## src/rtl/piso_shift_tx.sv

```systemverilog
// -----------------------------------------------------------------------------
// piso_shift_tx
// Parallel-in / serial-out transmitter. The block takes a WIDTH-bit word over a
// valid/ready handshake and sends it out on Q, one bit per Clk. 'frame' is high
// while a frame bit is on Q. 'done' pulses for one cycle after the last bit.
//
// Parameters
//   WIDTH      data word width in bits (>= 2)
//   MSB_FIRST  1: D[WIDTH-1] is sent first; 0: D[0] is sent first
//
// Build option
//   PISO_PARITY_EN  When defined, an even-parity bit (XOR of all data bits)
//                   is appended after the data bits and frame stays high for
//                   it. When undefined, no parity logic is built.
//
// Ports
//   Clk         in   clock, all state changes on posedge
//   rst         in   asynchronous reset, active-high
//   D           in   parallel word to transmit (sampled only on accept)
//   load_valid  in   producer presents a word on D
//   load_ready  out  block can accept a word this cycle
//   Q           out  serial data, registered (0 when idle)
//   nQ          out  ~Q, combinational
//   frame       out  high while a frame bit is on Q
//   done        out  one-cycle pulse after the last frame bit
// -----------------------------------------------------------------------------
module piso_shift_tx #(
  parameter int WIDTH     = 8,
  parameter bit MSB_FIRST = 1'b1
) (
  input  logic             Clk,
  input  logic             rst,
  input  logic [WIDTH-1:0] D,
  input  logic             load_valid,
  output logic             load_ready,
  output logic             Q,
  output logic             nQ,
  output logic             frame,
  output logic             done
);

`ifdef PISO_PARITY_EN
  localparam int NBITS = WIDTH + 1;
`else
  localparam int NBITS = WIDTH;
`endif
  localparam int CW = $clog2(WIDTH + 2);

  typedef enum logic {
    S_IDLE  = 1'b0,
    S_SHIFT = 1'b1
  } state_t;

  state_t           state_q;
  logic [NBITS-1:0] shreg_q;
  logic [NBITS-1:0] shreg_d;
  logic [CW-1:0]    cnt_q;
  logic [CW-1:0]    cnt_d;
  logic             q_q;
  logic             frame_q;
  logic             done_q;
  logic             ready_q;

  // Word rearranged into transmission order: bit [WIDTH-1] goes out first.
  logic [WIDTH-1:0] data_ord;
  // Whole frame in transmission order: bit [NBITS-1] goes out first.
  logic [NBITS-1:0] frame_bits;

  always_comb begin
    data_ord = '0;
    for (int i = 0; i < WIDTH; i++) begin
      if (MSB_FIRST) begin
        data_ord[i] = D[i];
      end else begin
        data_ord[i] = D[WIDTH-1-i];
      end
    end
  end

`ifdef PISO_PARITY_EN
  // Even parity: the appended bit makes the total count of ones even.
  assign frame_bits = {data_ord, ^D};
`else
  assign frame_bits = data_ord;
`endif

  assign shreg_d = {shreg_q[NBITS-2:0], 1'b0};
  assign cnt_d   = cnt_q - CW'(1);

  // Single FSM process. All outputs are registered.
  // On accept, the first bit goes straight to Q. The remaining bits are held
  // left-aligned in shreg_q, and cnt_q counts down how many bits are still
  // to be sent. When cnt_q is zero in SHIFT, the last bit has already been on
  // Q for a full cycle, so this edge closes the frame.
  always_ff @(posedge Clk or posedge rst) begin
    if (rst) begin
      state_q <= S_IDLE;
      shreg_q <= '0;
      cnt_q   <= '0;
      q_q     <= 1'b0;
      frame_q <= 1'b0;
      done_q  <= 1'b0;
      ready_q <= 1'b1;
    end else begin
      case (state_q)
        S_IDLE: begin
          done_q <= 1'b0;
          if (load_valid && ready_q) begin
            state_q <= S_SHIFT;
            q_q     <= frame_bits[NBITS-1];
            shreg_q <= {frame_bits[NBITS-2:0], 1'b0};
            cnt_q   <= CW'(NBITS - 1);
            frame_q <= 1'b1;
            ready_q <= 1'b0;
          end
        end
        S_SHIFT: begin
          if (cnt_q != '0) begin
            q_q     <= shreg_q[NBITS-1];
            shreg_q <= shreg_d;
            cnt_q   <= cnt_d;
          end else begin
            state_q <= S_IDLE;
            q_q     <= 1'b0;
            shreg_q <= '0;
            frame_q <= 1'b0;
            done_q  <= 1'b1;
            ready_q <= 1'b1;
          end
        end
        default: begin
          state_q <= S_IDLE;
          q_q     <= 1'b0;
          frame_q <= 1'b0;
          done_q  <= 1'b0;
          ready_q <= 1'b1;
        end
      endcase
    end
  end

  assign Q          = q_q;
  assign nQ         = ~q_q;
  assign frame      = frame_q;
  assign done       = done_q;
  assign load_ready = ready_q;

endmodule

```

## config.mk

```make
export PLATFORM = sky130hd
export DESIGN_NAME = piso_shift_tx
export DESIGN_NICKNAME = d
export VERILOG_FILES = /design/src/rtl/piso_shift_tx.sv
export SDC_FILE = /design/constraint.sdc
export NUM_CORES = 1
export LEC_CHECK = 0
export CAP_MARGIN = 25
export CORE_MARGIN = 5
export CORE_UTILIZATION = 52
export CTS_CLUSTER_DIAMETER = 40
export CTS_CLUSTER_SIZE = 12
export DETAILED_ROUTE_END_ITERATION = 8
export PLACE_DENSITY = 0.81
export SYNTH_ARGS = -nofsm -noshare
export SYNTH_HDL_FRONTEND = slang
export SYNTH_SLANG_ARGS = --single-unit
```

## constraint.sdc

```tcl
create_clock -name Clk -period 2.35 [get_ports Clk]
set_input_delay 0.235 -clock Clk [delete_from_list [all_inputs] [get_ports Clk]]
set_output_delay 0.235 -clock Clk [all_outputs]
set_load 0.01 [all_outputs]
```

# Word-level counts from Yosys, hierarchy flattened
# Cells that the tools add are included.
[word_totals]
reg_bits = 17
input_bits = 11
ram_bits = 0
latchBits = 0
rom_bits = 0
memories = 0
out_inout_bits = 5
[op_classes]
mux = 19
n_lt_le_gt_ge = 0
div = 0
bitwise = 2
shift = 0
n_eq_ne = 3
mul = 0
reduce_logical = 4
add_sub_neg = 1
[ops]
columns = ["operator", "n"]
rows = [
  ["two-way mux 8 bit", 2],
  ["one-hot mux 8 bit (2 select lines)", 1],
  ["one-hot mux 1 bit (2 select lines)", 5],
  ["two-way mux 1 bit", 8],
  ["two-way mux 4 bit", 2],
  ["one-hot mux 4 bit (2 select lines)", 1],
  ["!= test 2 bit, second input constant", 2],
  ["AND reduction 2 bit", 2],
  ["nonzero test 4 bit", 1],
  ["subtractor 4 x 1 -> 4 bit, second input constant", 1],
  ["!= test 2 x 1 -> 1 bit, second input constant", 1],
  ["inverter 1 bit", 2],
  ["logical AND 1 bit", 1],
]

# Logic depth before layout (Yosys ltp)
[logic_depth]
ltp_word = 3
ltp_mapped = 6

# Least setup slack after synthesis
# No wires, ideal clock.
[synth_timing]
path_kind = "flip-flop to flip-flop"
start = "register cnt_q[0]"
end = "register q_q, in the netlist Q"
setup_ns = 0.123
required_time_ns = 2.227
path_stages_with_launch = 7
path_buffers = 1
t_arrival_ns = 1.218
setup_slack_ns = 1.010
cell_sequence = "dfrtp_1 > inv_1 > ha_1 > nor3b_4 > nor2b_2 > buf_6 > o2bb2ai_1"
[synth_between]
elab_chain_cells = 3
[synth_rtl]
columns = ["element", "line", "rtl"]
rows = [
  ["start: declaration", "57", "logic [CW-1:0] cnt_q;"],
  ["start signal: assignment", "112", "cnt_q <= CW'(NBITS - 1);"],
  ["start signal: assignment", "121", "cnt_q <= cnt_d;"],
  ["nonzero test 4 bit", "118", "if (cnt_q != '0) begin"],
  ["two-way mux 1 bit", "118", ""],
  ["one-hot mux 1 bit (2 select lines)", "105", "case (state_q)"],
  ["end signal: assignment", "110", "q_q <= frame_bits[NBITS-1];"],
  ["end signal: assignment", "119", "q_q <= shreg_q[NBITS-1];"],
  ["end: declaration", "59", "logic q_q;"],
]
# No other way between the ends.
# A chain may end at the register's enable or synchronous reset.

# Worst setup path in the final report
[layout_timing]
start = "register ready_q, in the netlist load_ready"
end = "output load_ready"
[layout_lines]
columns = ["element", "line", "rtl"]
rows = [
  ["start: declaration", "62", "logic ready_q;"],
  ["start signal: assignment", "103", "ready_q <= 1'b1;"],
  ["start signal: assignment", "114", "ready_q <= 1'b0;"],
  ["start signal: assignment", "128", "ready_q <= 1'b1;"],
  ["end: declaration", "35", "output logic load_ready,"],
]
# No word-level cell between the ends.

==> metrics.csv <==
stage,metric,value,unit
hold_path,Hold Crit Class,input pin to async pin,
clock_tree,CTS Sinks,16,
grt,GR peak layer,met2,
grt,first-pass GRT wire length,2.525,mm
synthesis,synth top area cells,"dfrtp_1, mux2i_1, o2bb2ai_1, dfstp_2, inv_1",
timing,final setup fails,0,
critical_path,element type at the critical path start,register,
grt,initial antenna violation count,0,
synthesis,Yosys top cell area share,47.77,%
placed_design,Buffers on Ports,15,
clock_tree,clock latency at the later pin of the worst-skew pair,0.29,ns
placed_design,DP HPWL,1.074,mm
run_status,outcome,"complete, no violations",
synthesis,Syn Nets,77,
critical_path,max incr delay on CP,0.60,ns
timing,Final WS setup,0.6633,ns
die,top-level I/O count,16,
placed_design,Setup WS pre-CTS,0.8166,ns
grt,met3 global-route usage,3.670,%
critical_path,WS Path Type,register to output pin,
cells_and_area,final instance area,978.4,um^2
grt,largest net degree at the start of global routing,17,
synthesis,Mean Syn Cell Area,12.09,um^2
pwr,Pwr Total,1.200,mW
detailed_routing,final wirelength,1.434,mm
placed_design,global placement routability congestion,0.8322,
timing,period utilisation layout,71.78,%
detailed_routing,DR vias,540,
timing,setup TNS,0,ns
grt,vias in the first global route,554,
timing,Fin. Hold Viols,0,
critical_path,WP data required,2.12,ns
pwr,worst vdd ir,0.0006801,V
critical_path,CP top delay family,flip-flops,
cells_and_area,fin cells,98,
cells_and_area,n_diodes,0,
clock_tree,setup bufs post-CTS,0,
critical_path,"Max FO, Critical Path",5,
placed_design,Placed Area,942.2,um^2
detailed_routing,Vias/cell,5.510,
clock_tree,clock buffer depth,2,
die,Initial Util,53.40,%
critical_path,WP depth,1,
synthesis,"flops & latches, synth",16,
clock_tree,Root Buffer,clkbuf_4,
clock_tree,CTS Hold Buffers Added,0,
placed_design,placed cells,94,
clock_tree,Clock Pin Slew Worst Setup and Hold Paths,0.09,ns
critical_path,CP max stage cell,dfstp_2,
die,Placeable Area,1471,um^2
die,Die Span X,48.87,um
timing,worst slew pin tran,0.5996,ns
die,Die Area,2388,um^2
critical_path,CP Capture Type,output pin,
cells_and_area,Fillers,116,
die,Cell Rows,14,
timing,Max Slew Vio Count,0,
cells_and_area,Util after Layout,66.50,%
critical_path,crit path DAT,1.45,ns
critical_path,critical-path cell list,clkdlybuf4s50_1,
pwr,leak pwr,0.4556,nW
pwr,P per Cell Area,1227,nW/um^2
synthesis,Post-Synthesis Cell Area,785.8,um^2
clock_tree,CTS buffer count,3,
timing,Final Critical Period,1.687,ns
clock_tree,H-tree levels,1,
synthesis,Netlist cell types,26,
detailed_routing,First DRT Iteration DRCs,13,
detailed_routing,Remaining DRCs,0,
clock_tree,CTS-repair resized insts,0,
critical_path,WP buf/inv,1,
synthesis,Mapped Cells,65,
clock_tree,TritonCTS clock tree,yes,
critical_path,R2R depth,5,
timing,Hold Slack,0.2925,ns
grt,grt total ovfl,0,
timing,Clock Skews,0.002931,ns
run,max_cap viols,0,
detailed_routing,Routed Antenna Nets,0,
detailed_routing,drt wl/cell,14.63,um
cells_and_area,Area Growth Syn to Fin,24.52,%
cells_and_area,final net count,95,
die,Die Y,48.87,um
synthesis,"area leader, netlist",dfrtp_1,
timing,slew margin rel.,59.98,%
grt,met2 global-route usage,21.09,%
grt,met1 GRT Util,16.86,%
grt,gr usage total,13.46,%
timing,f_max,592.9,MHz
detailed_routing,Initial DRT Pass Iterations,3,
synthesis,Yosys Warn Count,0,
timing,RSZ-0062 raised after global routing,false,
cells_and_area,share of cells above drive strength 1,15.85,%
synthesis,"Seq/Total Area, Yosys",51.11,%
[cell type report]
cell class / instances / area [um^2] / share of cell area, %
Sequential cell: 16 / 401.6 / 41.05
Clock buffer: 4 / 36.28 / 3.708
Multi-Input combinational cell: 41 / 344.1 / 35.17
Inverter: 5 / 18.77 / 1.918
Tap cell: 16 / 20.02 / 2.046
Timing Repair Buffer: 16 / 157.7 / 16.11
[placed cells by master (no fill, tap or decap)]
| master | instances |
|---|---|
| nor2_1 | 2 |
| dfstp_2 | 1 |
| dfrtp_1 | 15 |
| buf_4 | 1 |
| nor3b_4 | 1 |
| nor3_1 | 1 |
| a21oi_2 | 1 |
| clkdlybuf4s50_1 | 15 |
| o21bai_4 | 1 |
| o21ai_0 | 1 |
| nand2_1 | 5 |
| nand2_4 | 1 |
| clkbuf_4 | 3 |
| o211ai_1 | 1 |
| inv_1 | 5 |
| nand3_1 | 2 |
| nor3b_1 | 1 |
| o21a_1 | 2 |
| clkbuf_8 | 1 |
| a211o_1 | 1 |
| a21oi_1 | 2 |
| mux2i_1 | 7 |
| o2bb2ai_1 | 7 |
| nor2b_2 | 1 |
| nand4bb_1 | 1 |
| nor3b_2 | 1 |
| ha_1 | 1 |
| a2bb2oi_2 | 1 |
[sequential cells by signal, summed over array words and instances, names as in the netlist]
register and cells:
shreg_q 7, cnt_q 4, Q 1, done 1, frame 1, load_ready 1
state_q 1
[where the power goes]
part / switching (mW) / internal [mW] / leakage, nW / total, mW
combinational: 0.235 / 0.280 / 0.231 / 0.515
clock: 0.0913 / 0.0946 / 0.0210 / 0.186
sequential: 0.107 / 0.392 / 0.203 / 0.499
[kinds of logic (layout without fill, tap and decap cells)]
family          count (synthesis)  count (layout)  share of synthesized area, %
compound gates                 17              17                         19.11
fa+ha+maj                       1               1                         1.592
buf+inv                         8              25                         5.096
flops                          16              16                         51.12
mux                             7               7                         8.918
simple gates                   16              16                         14.17
[per-layer routing]
layer,up-vias,routed length (um)
li1,269,-
met1,256,647
met2,13,695
met3,2,74
met4,0,17
met5,-,0
[synthesized netlist by cell type]
library cell	number
nor2_1	2
nand2_1	5
ha_1	1
o21ai_0	1
nand4bb_1	1
buf_6	1
dfstp_2	1
dfrtp_1	15
inv_1	5
a211o_1	1
o21bai_4	1
a2bb2oi_2	1
o21a_1	2
nor3b_4	1
nor2b_2	1
nor3_1	1
a21oi_2	1
nor3b_1	1
o2bb2ai_1	7
nor3b_2	1
o211ai_1	1
nand3_1	2
nand2_4	1
mux2i_1	7
a21oi_1	2
buf_2	2
[worst paths after layout]
check / start / endpoint / slack [ns]
max: load_ready$_DFFE_PP1P_ / load_ready / 0.66
min: rst / shreg_q[4]$_DFFE_PP0P_ / 0.29
max reg2reg: cnt_q[0]$_DFFE_PP0P_ / shreg_q[6]$_DFFE_PP0P_ / 0.80
min reg2reg: shreg_q[6]$_DFFE_PP0P_ / shreg_q[7]$_DFFE_PP0P_ / 0.49
max in group asynchronous: rst / state_q$_DFF_PP0_ / 1.67
min in group Clk: shreg_q[6]$_DFFE_PP0P_ / shreg_q[7]$_DFFE_PP0P_ / 0.49
Note: power is estimated with default switching activity, not from simulation.
